===== config.mk =====
export PLATFORM = sky130hd
export DESIGN_NAME = s32x_fb_fill_engine
export DESIGN_NICKNAME = d
export VERILOG_FILES = /design/src/rtl/s32x_fb_fill_engine.sv
export SDC_FILE = /design/constraint.sdc
export NUM_CORES = 1
export LEC_CHECK = 0
export ABC_AREA = 1
export CAP_MARGIN = 20
export CORE_MARGIN = 8
export CORE_UTILIZATION = 46
export DETAILED_ROUTE_END_ITERATION = 10
export PLACE_DENSITY = 0.89
export SETUP_SLACK_MARGIN = 0.2
export SYNTH_ARGS = -nofsm -noshare
export SYNTH_HDL_FRONTEND = slang
export SYNTH_SLANG_ARGS = --single-unit
export TNS_END_PERCENT = 100

===== constraint.sdc =====
create_clock -name i_clk -period 1.7 [get_ports i_clk]
set_input_delay 0.17 -clock i_clk [delete_from_list [all_inputs] [get_ports i_clk]]
set_output_delay 0.17 -clock i_clk [all_outputs]
set_load 0.005 [all_outputs]

===== src/rtl/s32x_fb_fill_engine.sv =====
// Framebuffer fill/copy engine: writes LEN+1 words of a constant (fill) or moves LEN+1 words SRC->DST (copy).
// Strobes are combinational from state/CE/HOLD; HOLD freezes access states, ABORT and RST drop straight to idle.
module s32x_fb_fill_engine #(
  parameter int AW        = 16,
  parameter int DW        = 16,
  parameter int LW        = 8,
  parameter int WAIT      = 2,
  parameter int RD_LAT    = 1,
  parameter int WRAP_BITS = 8
) (
  input  logic          i_clk,
  input  logic          i_rst,
  input  logic          i_ce,
  input  logic          i_len_we,
  input  logic [LW-1:0] i_len_di,
  input  logic          i_addr_we,
  input  logic [AW-1:0] i_addr_di,
  input  logic          i_src_we,
  input  logic [AW-1:0] i_src_di,
  input  logic          i_data_we,
  input  logic [DW-1:0] i_data_di,
  input  logic          i_copy_start,
  input  logic          i_abort,
  input  logic          i_hold,
  output logic [AW-1:0] o_mem_a,
  output logic [DW-1:0] o_mem_do,
  output logic [1:0]    o_mem_we,
  output logic          o_mem_rd,
  input  logic [DW-1:0] i_mem_di,
  output logic          o_busy,
  output logic [AW-1:0] o_addr_q,
  output logic [LW-1:0] o_len_q,
  output logic [DW-1:0] o_data_q
);

  localparam int GW = $clog2(WAIT + 2);
  localparam int RW = $clog2(RD_LAT + 1);
  localparam logic [AW:0]   WRAP_ONE  = (AW+1)'(1) << WRAP_BITS;
  localparam logic [AW:0]   WRAP_M1   = WRAP_ONE - 1'b1;
  localparam logic [AW-1:0] WRAP_MASK = WRAP_M1[AW-1:0];

  typedef enum logic [2:0] {
    S_IDLE, S_PEND, S_FILL_WR, S_FILL_GAP, S_CP_RD, S_CP_WAIT, S_CP_WR
  } state_t;

  state_t          r_state, w_next;
  logic [LW-1:0]   r_len, r_cnt;
  logic [AW-1:0]   r_dst, r_src;
  logic [DW-1:0]   r_data, r_buf;
  logic            r_copy;
  logic [GW-1:0]   r_gap;
  logic [RW-1:0]   r_rlat;
  logic            w_go, w_acc_ok, w_we, w_rd, w_gap_last, w_rlat_last;

  // Only the low WRAP_BITS bits count; the upper address bits select the window.
  function automatic logic [AW-1:0] f_inc(input logic [AW-1:0] a);
    return (a & ~WRAP_MASK) | ((a + 1'b1) & WRAP_MASK);
  endfunction

  assign w_go        = i_ce & ~i_abort & ~i_rst;
  assign w_acc_ok    = w_go & ~i_hold;
  assign w_we        = w_acc_ok & ((r_state == S_FILL_WR) | (r_state == S_CP_WR));
  assign w_rd        = w_acc_ok & (r_state == S_CP_RD);
  assign w_gap_last  = (r_gap == GW'(WAIT - 1));
  assign w_rlat_last = (r_rlat == RW'(RD_LAT - 1));

  always_ff @(posedge i_clk) begin
    if (i_rst) r_state <= S_IDLE;
    else       r_state <= w_next;
  end

  always_comb begin
    w_next = r_state;
    if (i_abort) begin
      w_next = S_IDLE;
    end else if (i_ce) begin
      case (r_state)
        S_IDLE:     if (i_data_we || i_copy_start) w_next = S_PEND;
        S_PEND:     w_next = r_copy ? S_CP_RD : S_FILL_WR;
        S_FILL_WR:  if (!i_hold) w_next = (r_cnt == '0) ? S_IDLE : ((WAIT > 0) ? S_FILL_GAP : S_FILL_WR);
        S_FILL_GAP: if (w_gap_last) w_next = S_FILL_WR;
        S_CP_RD:    if (!i_hold) w_next = S_CP_WAIT;
        S_CP_WAIT:  if (w_rlat_last) w_next = S_CP_WR;
        S_CP_WR:    if (!i_hold) w_next = (r_cnt == '0) ? S_IDLE : S_CP_RD;
        default:    w_next = S_IDLE;
      endcase
    end
  end

  always_ff @(posedge i_clk) begin
    if (i_rst) begin
      r_len  <= '0;
      r_cnt  <= '0;
      r_dst  <= '0;
      r_src  <= '0;
      r_data <= '0;
      r_buf  <= '0;
      r_copy <= 1'b0;
      r_gap  <= '0;
      r_rlat <= '0;
    end else if (w_go) begin
      case (r_state)
        S_IDLE: begin
          if (i_len_we)  r_len <= i_len_di;
          if (i_addr_we) r_dst <= i_addr_di;
          if (i_src_we)  r_src <= i_src_di;
          // Fill wins over a simultaneous copy start.
          if (i_data_we) begin
            r_data <= i_data_di;
            r_cnt  <= r_len;
            r_copy <= 1'b0;
          end else if (i_copy_start) begin
            r_cnt  <= r_len;
            r_copy <= 1'b1;
          end
        end
        S_FILL_WR, S_CP_WR: begin
          if (!i_hold) begin
            r_dst <= f_inc(r_dst);
            if (r_state == S_CP_WR) r_src <= f_inc(r_src);
            if (r_cnt != '0) r_cnt <= r_cnt - 1'b1;
            r_gap <= '0;
          end
        end
        S_FILL_GAP: r_gap <= r_gap + 1'b1;
        S_CP_RD:    if (!i_hold) r_rlat <= '0;
        S_CP_WAIT: begin
          r_rlat <= r_rlat + 1'b1;
          if (w_rlat_last) r_buf <= i_mem_di;
        end
        default: ;
      endcase
    end
  end

  assign o_mem_a  = (r_state == S_CP_RD) ? r_src : r_dst;
  assign o_mem_do = r_copy ? r_buf : r_data;
  assign o_mem_we = {2{w_we}};
  assign o_mem_rd = w_rd;
  assign o_busy   = (r_state != S_IDLE);
  assign o_addr_q = r_dst;
  assign o_len_q  = o_busy ? r_cnt : r_len;
  assign o_data_q = r_data;

endmodule


==> impl_metrics.toml, run 1 <==
[outcome]
outcome = "complete, but fails checks"
violations = "negative setup slack"

[logic_synthesis]
synth_compound_area_share_pct = 18.8
synth_mux_area_share_pct = 0
syn_avg_cell_area_um2 = 6.59
synth-xor-area-share_pct = 0.385
synthTopCellsByCount = "159 x nand2_1, 107 x nor2_1, 91 x o21ai_0, 87 x dfxtp_1, 56 x inv_1"
synth_fa_ha_area_share_pct = 1.38
synth_most_common_cell = "nand2_1"
synth-edff-count = 0
seq_area_frac_synth_pct = 38.3
synth_top_family_by_area = "simple AND/OR/NAND/NOR gates"
synth_top_area_share_pct = 38.3
yosysTopAreaCell = "dfxtp_1"
ys_ff_latch = 87
yosys_warnings = 0
synthesis.area_um2 = 4550
synth_nets = 777
syn_inst = 690
yosys.area_share.simple_pct = 31.0
synth_cell_types = 32
ys.flop_type = "dfxtp_1"
synth_area_leaders = "dfxtp_1 38%, nand2_1 13%, o21ai_0 10%"
ys_async_sr_fraction_pct = 0

[pwr]
ir_worst_vdd_v = 0.000377
switching_share_pct = 28.8
power_mw = 4.31
clock_power_share_pct = 30.4
power_frac_seq_pct = 49.6
pwr-share-comb_pct = 20.0
p_per_area_nw_per_um2 = 579
power.switching_mw = 1.24
p_leak_nw = 3.11
internal_power_mw = 3.07

[routing]
firstDrtPassIters = 5
drc = 0
routedWlPerCell_um = 16.9
final_antenna_net_count = 0
drtIter0Drc = 376
wirelength_mm = 17.5
vias_per_cell = 5.38
vias = 5571

[layout]
multi_input_area_um2 = 2830
fin_cells = 1036
fill_cells = 626
syn2layout_area_growth_pct = 63.8
drive_gt1_share_pct = 30.6
ff_latch_area_um2 = 1760
layout.nets = 986
antenna_cells = 0
fin_area_um2 = 7450

[worst_setup_path]
cp_num_buf_inv = 3
cp_slowest_stage_delay_ns = 0.38
end_kind = "output pin"
arrival_ns = 1.56
required_ns = 1.53
critPathKind = "reg2out"
worstPathMaxFanout = 3
reg2regPathDepth = 12
path_cells = "nor2_4 -> nand2_4 -> buf_6 -> buf_6 -> nor3_4 -> buf_2"
worstReg2RegStart = "r_state[0]"
r2r_end = "r_cnt[5]"
slowest_stage = "dfxtp_4"
cp_common_cell = "buf_6"
rrSetupSlack_ns = -0.02
startpoint_type = "register"
critPathTopFamily = "buffers and inverters"

[floorplanning]
fp.dieW_um = 115
dieArea_um2 = 13300
row_count = 36
pin_count = 158
die_y_um = 115
start_util_pct = 47.0
coreArea_um2 = 9680

[min_path]
hold_class = "in2reg"
min_from = "i_src_di[10]"
worstHoldPathCells = 3
whs_endpoint = "r_src[10]"

[timing]
drv_slew = 0
finClkSkew_ns = 0.00881
worst_slew_pin_slew_ns = 0.374
max_slew_margin_pct = 75.0
final_hold_viol_count = 0
setup_ws_ns = -0.0320
fin_crit_sh_pct = 102
rsz0062_at_grt = "yes"
period_needed_ns = 1.73
final-setup-viol-count = 2
fmax_ghz = 0.577
fin_setup_tns_ns = -0.0522

[grt]
grt-ovfl-total = 0
grt_max_degree = 45
grt_use_total_pct = 23.0
antenna_found_initial = 0
grt_pass1_vias = 5298
grt_pass1_wl_mm = 24.7

[placement]
dp_hpwl_mm = 10.7
io_buffers = 157
placed_cell_area_um2 = 6440
placed_cells_incl_taps = 984
place.gp.congestion = 0.893

[clocking]
clkTransAtPathRegs_ns = 0.09
cts_tree = "yes"
clkLatencyLatePin_ns = 0.36
htreeDepth = 3
cts.sinks = 87
holdBufCountCts = 0
clock_path_buffers = 2
cts-root-buf = "clkbuf_8"
cts_buffers = 9

[run]
maxCapViolations = 0
-- layout make-up --
| class | instances | share of cell area (%) |
|---|---|---|
| Inverter | 63 | 3.48 |
| Sequential cell | 87 | 23.7 |
| Timing Repair Buffer | 232 | 30.4 |
| Multi-Input combinational cell | 506 | 38.0 |
| Clock buffer | 9 | 1.66 |
| Tap cell | 133 | 2.23 |
| Clock inverter | 6 | 0.621 |
-- routing by layer --
layer,GRT usage (%),part of all wire [%]
met2,39.0,48
met5,0,0
met1,26.2,39
met4,8.06,2.6
met3,8.13,11
-- cell usage in the layout (no fill, tap or decap), drive strengths merged --
| master | n |
|---|---|
| o211ai | 1 |
| o21ai | 111 |
| clkbuf | 16 |
| nor2 | 114 |
| dfxtp | 87 |
| dlygate4sd2 | 2 |
| clkdlybuf4s15 | 1 |
| o22ai | 2 |
| ha | 5 |
| inv | 64 |
| clkdlybuf4s50 | 111 |
| nand4 | 4 |
| a21oi | 49 |
| clkinvlp | 2 |
| nand3b | 1 |
| nor3 | 6 |
| xor2 | 1 |
| nand2 | 169 |
| xnor2 | 1 |
| or2 | 3 |
| nand3 | 36 |
| clkinv | 3 |
| a211oi | 2 |
| buf | 111 |
| o211a | 1 |
-- worst max path at each step --
stage          startpoint      endpoint  cells after the start
4_1_cts        r_state[1]      o_mem_rd                      6
2_1_floorplan  r_state[2]  o_data_q[10]                      9
3_3_place_gp      i_abort   o_mem_we[0]                      6
6_report       r_state[0]      o_mem_rd                      6
3_5_place_dp        i_rst   o_mem_we[0]                      6
5_1_grt        r_state[0]      o_mem_rd                      6
-- state kept, by name, summed over array words and instances (netlist names) --
signal / flops
o_addr_q: 16
o_data_q: 16
r_buf: 16
r_src: 16
r_cnt: 8
r_len: 8
r_state: 3
r_gap: 2
r_copy: 1
r_rlat: 1
-- timing repair --
| action | 4_1_cts | 5_1_grt |
|---|---|---|
| setup endpoints to repair | 99 | 113 |
| setup buffers | 19 | 8 |
| pin swaps | 22 | 28 |
| hold endpoints to repair | 0 | 0 |
| gates resized for setup | 288 | 135 |
| cloned | 5 | 5 |
-- power by group through the flow --
stage | logic, mW | clock network, mW | registers [mW]
global route | 0.928 | 1.40 | 2.14
global placement | 0.703 | 0 | 2.18
floorplan | 0.300 | 0 | 2.17
CTS | 0.747 | 1.32 | 2.13
finish | 0.862 | 1.31 | 2.14
detailed placement | 0.713 | 0 | 2.18
-- worst register-to-register path, cell delays in order, from the launching register on --
cell,delay (ns)
dfxtp_4,0.38
inv_4,0.07
buf_6,0.09
nand2_4,0.05
buf_6,0.13
o21ai_2,0.17
buf_4,0.15
nand2_2,0.09
nor2_4,0.20
nand2_1,0.09
nand2_1,0.09
inv_1,0.06
nor2_1,0.08
-- stage by stage --
| stage | hold slack (ns) | util, % | setup slack, ns |
|---|---|---|---|
| after floorplan | 0.314 | - | 0.336 |
| after global placement | 0.447 | 66.5 | -0.168 |
| after detailed placement | 0.453 | 66.5 | -0.197 |
| after CTS | 0.385 | 71.3 | -0.0138 |
| after global routing | 0.409 | 76.9 | -0.0800 |
| final | 0.389 | 76.9 | -0.0320 |
-- kinds of logic after synthesis --
group / Yosys count
AOI/OAI and AO/OA: 166
xor gates and xnor gates: 2
adders and majority gates: 5
buffers and inverters: 99
DFF: 87
and+or+nand+nor: 331
No activity file was read; power rests on OpenSTA's default activity.
==> run 2, diff against run 1 <==
CTS_CLUSTER_DIAMETER = 120   (was not set)
==> results of run 2 <==
Same layout as run 1: the final DEF is identical, and so are final timing and power.
==> run 3, diff against run 2 <==
CAP_MARGIN = not set   (was 20)
MAX_ROUTING_LAYER = met4   (was not set)
==> run 3 against run 2 <==
Compared with the run above:
- maximum frequency decreased by 6.4%
- combinational power increased by 21%
- sequential cell count stayed put
- design area increased by 10%
- the run still ends with negative setup slack left
- critical endpoint is now r_src[14]
- largest power group unchanged
- die area unchanged
- first-iteration DRC count grew 45%
==> impl_metrics.toml, run 3 (synthesis gave the netlist of run 1 again) <==
[outcome]
outcome = "complete, but fails checks"
violations = "negative setup slack"

[layout]
antenna_cells = 0
syn2layout_area_growth_pct = 80.6
drive_gt1_share_pct = 40.7
fin_cells = 1044
layout_commonest_cell = "clkdlybuf4s50_1"
layout.nets = 993
layout_common_cells = "112 x clkdlybuf4s50_1, 107 x nand2_1, 83 x nor2_1"
fin_area_um2 = 8220

[floorplanning]
die_y_um = 115
start_util_pct = 47.0
dieArea_um2 = 13300
fp.dieW_um = 115
row_count = 36
coreArea_um2 = 9680
pin_count = 158

[clocking]
htreeDepth = 3
cts-root-buf = "clkbuf_8"
holdBufCountCts = 0
cts_tree = "yes"
clock_path_buffers = 2
cts.sinks = 87
clkLatencyLatePin_ns = 0.37
clkTransAtPathRegs_ns = 0.10
cts_buffers = 9

[timing]
worst_slew_pin_slew_ns = 0.628
drv_slew = 0
finClkSkew_ns = 0.0101
fin_setup_tns_ns = -1.17
max_slew_margin_pct = 58.0
final_hold_viol_count = 0
period_needed_ns = 1.85
fin_crit_sh_pct = 109
final-setup-viol-count = 24
rsz0062_at_grt = "yes"
fmax_ghz = 0.540
setup_ws_ns = -0.151
holdWs_ns = 0.348

[placement]
place.gp.congestion = 0.900
dp_hpwl_mm = 10.7
io_buffers = 157
placed_cells_incl_taps = 982
place_ws_ns = -0.196
placed_cell_area_um2 = 6420

[worst_setup_path]
critPathKind = "reg2reg"
rrSetupSlack_ns = -0.15
arrival_ns = 2.12
cp.depth = 13
cp_slowest_stage_delay_ns = 0.35
cp_num_buf_inv = 5
startpoint = "r_state[1]"
endpoint = "r_src[14]"
r2r_end = "r_src[14]"
cp_common_cell = "nand2_4"
critPathTopFamily = "simple AND/OR/NAND/NOR gates"
end_kind = "register"
worstPathMaxFanout = 8
required_ns = 1.97
slowest_stage = "dfxtp_2"
startpoint_type = "register"
worstReg2RegStart = "r_state[1]"
path_cells = "buf_6 -> inv_4 -> nand2_4 -> nor2_4 -> buf_12 -> buf_6 -> nand2_4 -> nand2_4 -> nor2_4 -> buf_12 -> nand2_4 -> nand2_1 -> a21oi_1"
reg2regPathDepth = 13

[pwr]
ir_worst_vdd_v = 0.000489
p_per_area_nw_per_um2 = 554
p_leak_nw = 3.32

[routing]
firstDrtPassIters = 7
vias = 5938
drc = 0
vias_per_cell = 5.69
drtIter0Drc = 545
routedWlPerCell_um = 20.5
wirelength_mm = 21.4
final_antenna_net_count = 0

[grt]
grt_max_degree = 46
grt_use_total_pct = 25.7
antenna_found_initial = 0
grt-ovfl-total = 0
grt_pass1_vias = 5498
grt_pass1_wl_mm = 26.6

[min_path]
hold_class = "in2reg"

[run]
maxCapViolations = 0
## run 3: changes by cell type in the layout (fill, tap and decap cells not counted), sizes merged, moves of 2 or more
cell and change:
buf +7, clkinv +2, dlygate4sd2 -2, inv -2, nand2 +2
## run 3: cell type report
cell class	instances	area, um2
flip-flops and latches	87	1760
multi-input cells	508	3410
inverters	63	284
repair buffers	237	2420
fillers	482	1470
clock buffers	10	128
well taps	133	166
clock inverters	6	46.3
## run 3: repair_timing
action | CTS | global route
pin swaps | 46 | 61
gates cloned | 7 | 5
setup endpoints to repair | 99 | 124
resized for setup | 330 | 257
setup buffers | 20 | 14
## run 3: tightest hold or removal path, cell delays in order
cell	delay, ns
dlymetal6s2s_1	0.19
buf_6	0.22
a21oi_2	0.11
## run 3: power breakdown
part           internal (mW)  leakage, nW  total, mW  switching, mW
combinational          0.521         2.52       1.04          0.516
clock                  0.540       0.0829       1.37          0.828
sequential              2.09        0.711       2.15         0.0606
## run 3: layer usage
layer	GRT usage, %	share of wire [%]	up-vias
met5	-	0	-
met4	9.63	6.0	0
met3	6.41	9.1	110
met2	43.8	49	410
met1	28.5	35	2756
li1	-	-	2662
## run 3: worst min path at each step
stage / slack (ns) / cells past startpoint / end / startpoint
2_1_floorplan: 0.31 / 2 / o_addr_q[2] / i_addr_di[2]
3_3_place_gp: 0.45 / 2 / o_data_q[0] / o_data_q[0]
3_5_place_dp: 0.45 / 2 / r_src[10] / r_src[10]
4_1_cts: 0.37 / 3 / r_src[10] / i_src_di[10]
5_1_grt: 0.35 / 3 / r_src[12] / i_rst
6_report: 0.35 / 3 / r_src[13] / i_rst
## run 3: per-stage QoR
step	total power [mW]	util (%)
global route	4.73	84.9
CTS	4.26	74.1
detailed placement	2.90	66.3
global placement	2.88	66.3
finish	4.56	84.9
floorplan	2.47	-
